`config.mk`:
```
export PLATFORM = sky130hd
export DESIGN_NAME = counter_up_down_param
export DESIGN_NICKNAME = d
export VERILOG_FILES = /design/src/rtl/counter_pkg.sv /design/src/rtl/counter_prescaler.sv /design/src/rtl/counter_up_down_param.sv
export SDC_FILE = /design/constraint.sdc
export NUM_CORES = 1
export LEC_CHECK = 0
export BUFFER_PORTS_ARGS = -buffer_cell sky130_fd_sc_hd__buf_4
export CORE_AREA = 2 2 39 41
export CTS_CLUSTER_SIZE = 30
export DETAILED_ROUTE_END_ITERATION = 8
export DIE_AREA = 0 0 41 43
export GPL_ROUTABILITY_DRIVEN = 0
export GPL_TIMING_DRIVEN = 0
export PLACE_DENSITY = 0.53
export SETUP_SLACK_MARGIN = 0.3
export SLEW_MARGIN = 20
export SYNTH_ARGS = -nofsm -noshare
export SYNTH_HDL_FRONTEND = slang
export SYNTH_SLANG_ARGS = --single-unit
```
`constraint.sdc`:
```
create_clock -name clk -period 2 [get_ports clk]
set_input_delay 0.3 -clock clk [delete_from_list [all_inputs] [get_ports clk]]
set_output_delay 0.3 -clock clk [all_outputs]
set_load 0.05 [all_outputs]
```
`src/rtl/counter_pkg.sv`:
```
// rtl/counter_pkg.sv - shared constants and sizing helper for counter blocks
package counter_pkg;

  localparam logic CNT_DIR_DOWN = 1'b0;
  localparam logic CNT_DIR_UP   = 1'b1;

  localparam int CNT_MODE_WRAP = 0;
  localparam int CNT_MODE_SAT  = 1;

  // Bits needed to hold 0..n-1, never less than one so registers stay legal.
  function automatic int clog2_min1(input int n);
    int r;
    r = 0;
    for (int i = 0; i < 31; i++) begin
      if ((32'sd1 <<< i) < n) r = i + 1;
    end
    return (r < 1) ? 1 : r;
  endfunction

endpackage

```
`src/rtl/counter_prescaler.sv`:
```
// rtl/counter_prescaler.sv - divides enabled cycles into one step every PRESCALE
module counter_prescaler
  import counter_pkg::*;
#(
  parameter int PRESCALE = 1
) (
  input  logic clk,
  input  logic rst,
  input  logic en,
  input  logic clr,
  output logic step
);

  localparam int            PW   = clog2_min1(PRESCALE);
  localparam logic [PW-1:0] LAST = PW'(PRESCALE - 1);
  localparam logic [PW-1:0] ONE  = PW'(1);

  if (PRESCALE < 1) begin : g_bad_prescale
    $error("counter_prescaler: PRESCALE must be >= 1");
  end

  logic [PW-1:0] pre_cnt;

  // With PRESCALE=1 LAST is 0, so pre_cnt never leaves 0 and step equals en.
  assign step = en && (pre_cnt == LAST);

  always_ff @(posedge clk) begin
    if (rst || clr) begin
      pre_cnt <= '0;
    end else if (step) begin
      pre_cnt <= '0;
    end else if (en) begin
      pre_cnt <= pre_cnt + ONE;
    end
  end

endmodule

```
`src/rtl/counter_up_down_param.sv`:
```
// rtl/counter_up_down_param.sv - up/down counter with modulus, wrap/saturate, load and prescaler
module counter_up_down_param
  import counter_pkg::*;
#(
  parameter int WIDTH    = 4,
  parameter int MAX_VAL  = (2 ** WIDTH) - 1,
  parameter int SATURATE = 0,
  parameter int PRESCALE = 1
) (
  input  logic             clk,
  input  logic             rst,
  input  logic             en,
  input  logic             up_down,
  input  logic             load,
  input  logic [WIDTH-1:0] load_val,
  output logic [WIDTH-1:0] bin_count,
  output logic             at_limit,
  output logic             wrap,
  output logic             sat
);

  if (WIDTH < 1) begin : g_bad_width
    $error("counter_up_down_param: WIDTH must be >= 1");
  end
  if (MAX_VAL < 1) begin : g_bad_max_low
    $error("counter_up_down_param: MAX_VAL must be >= 1");
  end
  if (longint'(MAX_VAL) > ((longint'(1) << WIDTH) - 1)) begin : g_bad_max_high
    $error("counter_up_down_param: MAX_VAL exceeds 2**WIDTH-1");
  end
  if (PRESCALE < 1) begin : g_bad_prescale
    $error("counter_up_down_param: PRESCALE must be >= 1");
  end

  localparam logic [WIDTH-1:0] MAX_C   = WIDTH'(MAX_VAL);
  localparam logic [WIDTH-1:0] ONE     = WIDTH'(1);
  localparam logic             SAT_ON  = (SATURATE == CNT_MODE_SAT);

  logic             step;
  logic [WIDTH-1:0] cnt_next;
  logic             wrap_next;
  logic             sat_next;

  counter_prescaler #(
    .PRESCALE (PRESCALE)
  ) u_prescaler (
    .clk  (clk),
    .rst  (rst),
    .en   (en),
    .clr  (load),
    .step (step)
  );

  // Limits are compared explicitly so a modulus below 2**WIDTH-1 never
  // depends on natural overflow.
  always_comb begin
    cnt_next  = bin_count;
    wrap_next = 1'b0;
    sat_next  = 1'b0;
    if (load) begin
      cnt_next = (load_val > MAX_C) ? MAX_C : load_val;
    end else if (step) begin
      if (up_down == CNT_DIR_UP) begin
        if (bin_count < MAX_C) begin
          cnt_next = bin_count + ONE;
        end else if (SAT_ON) begin
          sat_next = 1'b1;
        end else begin
          cnt_next  = '0;
          wrap_next = 1'b1;
        end
      end else begin
        if (bin_count != '0) begin
          cnt_next = bin_count - ONE;
        end else if (SAT_ON) begin
          sat_next = 1'b1;
        end else begin
          cnt_next  = MAX_C;
          wrap_next = 1'b1;
        end
      end
    end
  end

  always_ff @(posedge clk) begin
    if (rst) begin
      bin_count <= '0;
      wrap      <= 1'b0;
      sat       <= 1'b0;
    end else begin
      bin_count <= cnt_next;
      wrap      <= wrap_next;
      sat       <= sat_next;
    end
  end

  assign at_limit = (up_down == CNT_DIR_UP) ? (bin_count == MAX_C) : (bin_count == '0);

endmodule
```
=== Yosys cells after proc, flatten, opt, wreduce, memory -nomap -nowiden ===
Index checks and enable logic that the tools add are counted.
Widths: inputs -> output; s select.

* Bits in registers: 6
* Bits in latches: 0
* Memory bits (writable): 0
* ROM bits: 0
* Input bits: 9
* Output and inout bits: 7
* Word-level logic and storage cells: 28
* Memories kept: 0

* Add/subtract/negate cells: 3
* Multipliers: 0
* Divide/modulo/power cells: 0
* $lt $le $gt $ge: 2
* Equality and inequality tests: 1
* Shift-type cells: 0
* Mux-type cells: 10
* Bitwise gates (word level): 2
* Reductions and logical operators: 7

{| class="wikitable"
|+ Operators by type and width
! cell !! number
|-
| $mux 4 || 6
|-
| $add 4x1->4 const B || 1
|-
| $eq 4x4->1 const B || 1
|-
| $gt 4x4->1 const B || 1
|-
| $logic_not 4->1 || 1
|-
| $lt 4x4->1 const B || 1
|-
| $mux 1 || 4
|-
| $reduce_bool 4->1 || 1
|-
| $sub 4x1->4 const B || 1
|-
| $reduce_or 3->1 || 1
|-
| $not 1->1 || 2
|-
| $reduce_bool 2->1 || 1
|-
| $reduce_or 2->1 || 1
|-
| $add 1x1->1 const B || 1
|-
| $logic_and 1x1->1 || 1
|-
| $logic_or 1x1->1 || 1
|}

=== Depth between registers and ports, before layout ===
* Depth in word-level cells: 5
* Depth in mapped cells: 6
* Gate-level depth less buffers: 6

=== Modules after synthesis ===
Synthesis repeated with hierarchy kept, for this count alone.

* Cell total of the unflattened synthesis: 48
* Area, all modules: 401.6 um^2

{| class="wikitable"
|+ By module, submodules not included
! module !! instances !! cells an instance !! area an instance (um^2) !! sequential area each (um^2)
|-
| counter_up_down_param || 1 || 45 || 360.3 || 100.1
|-
| counter_prescaler || 1 || 3 || 41.3 || 20.0
|}

=== Least setup slack after synthesis ===
Ideal clock, no wire load.

* Path type: reg2out
* Start: reg bin_count[0]
* End: out at_limit
* Data arrival time: 1643 ps
* Data required time: 1700 ps
* Setup slack: 57 ps
* Cell stages (with the launch flop): 5
* Path buffers: 0
* Cell sequence: dfxtp_1 inv_1 ha_1 or4b_4 nand2_1

* Longest elaborated chain between the ends: 2
* Elaborated cells between the ends (all ways): 3
* Classes of those cells: eq/ne (1); mux (1); reduce/logical (1)

{| class="wikitable"
|+ RTL lines
! item !! line !! source
|-
| start, declared || counter_up_down_param.sv:16 || <nowiki>output logic [WIDTH-1:0] bin_count,</nowiki>
|-
| start signal, assigned || counter_up_down_param.sv:91 || <nowiki>bin_count <= cnt_next;</nowiki>
|-
| $eq 4x4->1 / $logic_not 4->1 (equally long branches) || counter_up_down_param.sv:97 || <nowiki>assign at_limit = (up_down == CNT_DIR_UP) ? (bin_count == MAX_C) : (bin_count == '0);</nowiki>
|-
| $mux 1 * || counter_up_down_param.sv:97 ||
|-
| end, declared || counter_up_down_param.sv:17 || <nowiki>output logic at_limit,</nowiki>
|}

Mark *: on every way between the ends. The rest lies on a longest branch, timed or not.

=== Worst setup path in the final report ===
Same ends and word-level chain as after synthesis.

==> run_results.csv <==
group,metric,value,unit
run_status,outcome,"completed",
die,rows,14,
grt,grt_usage,0.138,
grt,grt_use_met3,0.0942,
setup_path,cp.arrival,1.47,ns
yosys,yosysMostFrequentCell,"dfxtp_1",
grt,grt_pass1_vias,365,
min_path,hp-start,"en",
final_layout,fill_cells,141,
drt,viasPerCell,4.82,
timing,rsz0062_at_grt,"yes",
final_layout,drive_gt1_frac,0.479,
grt,grt_pass1_wl,1.59,mm
yosys,yosysTopAreaCellShare,0.289,
yosys,synth_cell_types,28,
power_and_ir_drop,pwr-share-seq,0.343,
timing,fin_setup_tns,0,ns
clocking,postCtsHoldBufs,0,
power_and_ir_drop,leakagePower,0.292,nW
grt,grt_max_degree,11,
grt,antenna_found_initial,0,
power_and_ir_drop,p_sw_frac,0.333,
timing,skew,0.00574,ns
clocking,clockRootBuffer,"clkbuf_4",
yosys,synth-seq-area-share,0.289,
power_and_ir_drop,p_sw,133,uW
clocking,cts_tree,"built",
die,fp.dieH,43,um
die,io_pins,16,
power_and_ir_drop,ir_drop,387,uV
timing,timing.final.crit_share,0.884,
setup_path,worstSetupPathType,"reg2out",
final_layout,n_antenna_cell,0,
yosys,synth-seq-cells,6,
timing,max_freq,0.565,GHz
yosys,synthTopCellsByCount,"dfxtp_1, nor3_1, a21oi_1",
clocking,cts_buffers,3,
yosys,postSynth.asyncResetShare,0,
timing,setup_ws,0.231,ns
yosys,synthTopCellsByArea,"dfxtp_1, a2111oi_4, ha_1",
yosys,synth-edff-count,0,
yosys,synth_nets,60,
power_and_ir_drop,clock_power_share,0.269,
drt,routedWlPerCell,10.7,um
power_and_ir_drop,p_per_area,616,nW/um^2
drt,wl,956,um
setup_path,r2r-end,"wrap$_SDFF_PP0_",
setup_path,start_kind,"flip-flop",
yosys,avgSynthCellArea,8.48,sq um
min_path,hold_path_class,"in2reg",
timing,hold_violations,0,
flow_run,max_cap_violations,0,
setup_path,crit_start,"bin_count[0]$_SDFFE_PP0P_",
die,initial_core_util,0.300,
yosys,syn_area,415,sq um
final_layout,area_delta_synth_final,56.3,%
setup_path,regToRegStartpoint,"bin_count[0]$_SDFFE_PP0P_",
yosys,syn_inst,49,
die,die_area,1760,sq um
setup_path,required,1.70,ns
timing,slew_violations,0,
drt,detail-route-antenna-nets,0,
min_path,whs_path_depth,2,
drt,dr.pass1.iters,2,
drt,route.detailed.drc,0,
setup_path,cp_max_fo,3,
clocking,cts.clk_slew.worst_paths,0.05,ns
placed_design,pre_cts_slack,0.360,ns
die,core-area,1380,sq um
die,die_w,41,um
timing,setup_viol,0,
grt,busiest_layer,"met2",
clocking,h-tree-depth,1,
clocking,cts_max_path_buffers,2,
placed_design,io_buffers,14,
clocking,insertion_delay,0.24,ns
grt,grt_use_met1,0.161,
clocking,clock_sinks,6,
timing,min_period,1.77,ns
min_path,hold_end,"u_prescaler.pre_cnt$_SDFFE_PP0P_",
drt,via_count,429,
grt,grt.overflow.total,0,
grt,grtUsageMet2,0.206,
drt,drtIter0Drc,5,
yosys,synthFlopType,"dfxtp_1",
setup_path,r2r_slack,0.42,ns
setup_path,ff2ff_path_depth,5,
yosys,synth.largest_area_cell,"dfxtp_1",
setup_path,cp-end-kind,"output port",
power_and_ir_drop,p_int,267,uW
yosys,yosys_warnings,0,
power_and_ir_drop,share_comb_of_total_power,0.388,
placed_design,dp_hpwl,640,um
final_layout,nets,86,
-- power groups by stage --
stage | registers [mW] | logic [mW] | clock network, mW
after floorplan | 0.165 | 0.0630 | 0
after global placement | 0.143 | 0.124 | 0
after detailed placement | 0.143 | 0.125 | 0
after CTS | 0.136 | 0.152 | 0.116
after global routing | 0.138 | 0.168 | 0.133
final | 0.137 | 0.155 | 0.107
-- flip-flops by register name, indices dropped and copies added (netlist names) --
| register | count |
|---|---|
| bin_count | 4 |
| u_prescaler.pre_cnt | 1 |
| wrap | 1 |
-- per-stage QoR --
| step | hold WS [ns] | power, mW | instance area (sq um) | util | cells |
|---|---|---|---|---|---|
| floorplan | 0.362 | 0.228 | 422 | - | 49 |
| global placement | 0.460 | 0.267 | 547 | 0.395 | 79 |
| detailed placement | 0.464 | 0.268 | 547 | 0.395 | 79 |
| CTS | 0.222 | 0.404 | 639 | 0.462 | 88 |
| global route | 0.218 | 0.440 | 649 | 0.469 | 89 |
| finish | 0.232 | 0.400 | 649 | 0.469 | 89 |
-- placed cells by master (no fill, tap or decap), types with 2 or more instances in the layout --
cell      count
nor2_1        2
dfxtp_1       3
nand2_1       2
dfxtp_4       2
a211oi_1      2
nor2b_1       2
buf_4        21
nor3_1        5
a21oi_1       4
clkbuf_4      3
clkbuf_1      2
-- worst max-delay path by stage --
stage,end,slack [ns]
2_1_floorplan,at_limit,0.31
3_3_place_gp,at_limit,0.35
3_5_place_dp,at_limit,0.36
4_1_cts,at_limit,0.23
5_1_grt,at_limit,0.16
6_report,at_limit,0.23
-- routing by layer --
| layer | vias to the layer above | part of all wire |
|---|---|---|
| li1 | 226 | - |
| met2 | 11 | 0.49 |
| met3 | 0 | 0.053 |
| met1 | 192 | 0.45 |
| met4 | 0 | 0 |
| met5 | - | 0 |
-- repair_timing --
action | in CTS | in global routing
pin swaps | 2 | 1
resized for setup | 8 | 1
buffers inserted | 6 | 1
cloned | 0 | 0
setup endpoints to repair | 1 | 1
-- cells by family after synthesis --
| family | after synthesis | synth area share |
|---|---|---|
| AO/OA/AOI/OAI | 12 | 0.238 |
| XOR/XNOR | 2 | 0.0422 |
| adder cells (fa/ha/maj) | 2 | 0.0602 |
| buffers and inverters | 6 | 0.0633 |
| flip-flops | 6 | 0.289 |
| multiplexers | 1 | 0.0241 |
| other | 1 | 0.00903 |
| AND/OR/NAND/NOR | 19 | 0.274 |
-- worst max-delay path, stage by stage (launching register included) --
cell and delay [ns]:
dfxtp_4 0.35, inv_4 0.06, ha_4 0.12, or4b_4 0.46, nand2_2 0.08, buf_8 0.15
-- final cells by class --
| type | instances | area, sq um | share of cell area |
|---|---|---|---|
| multi-input cells | 37 | 284 | 0.437 |
| plain buffers | 3 | 15.0 | 0.0231 |
| well taps | 16 | 20.0 | 0.0308 |
| flip-flops and latches | 6 | 129 | 0.198 |
| inverters | 3 | 13.8 | 0.0212 |
| clock buffers | 3 | 22.5 | 0.0347 |
| repair buffers | 21 | 165 | 0.254 |
No activity file was read; power rests on OpenSTA's default activity.
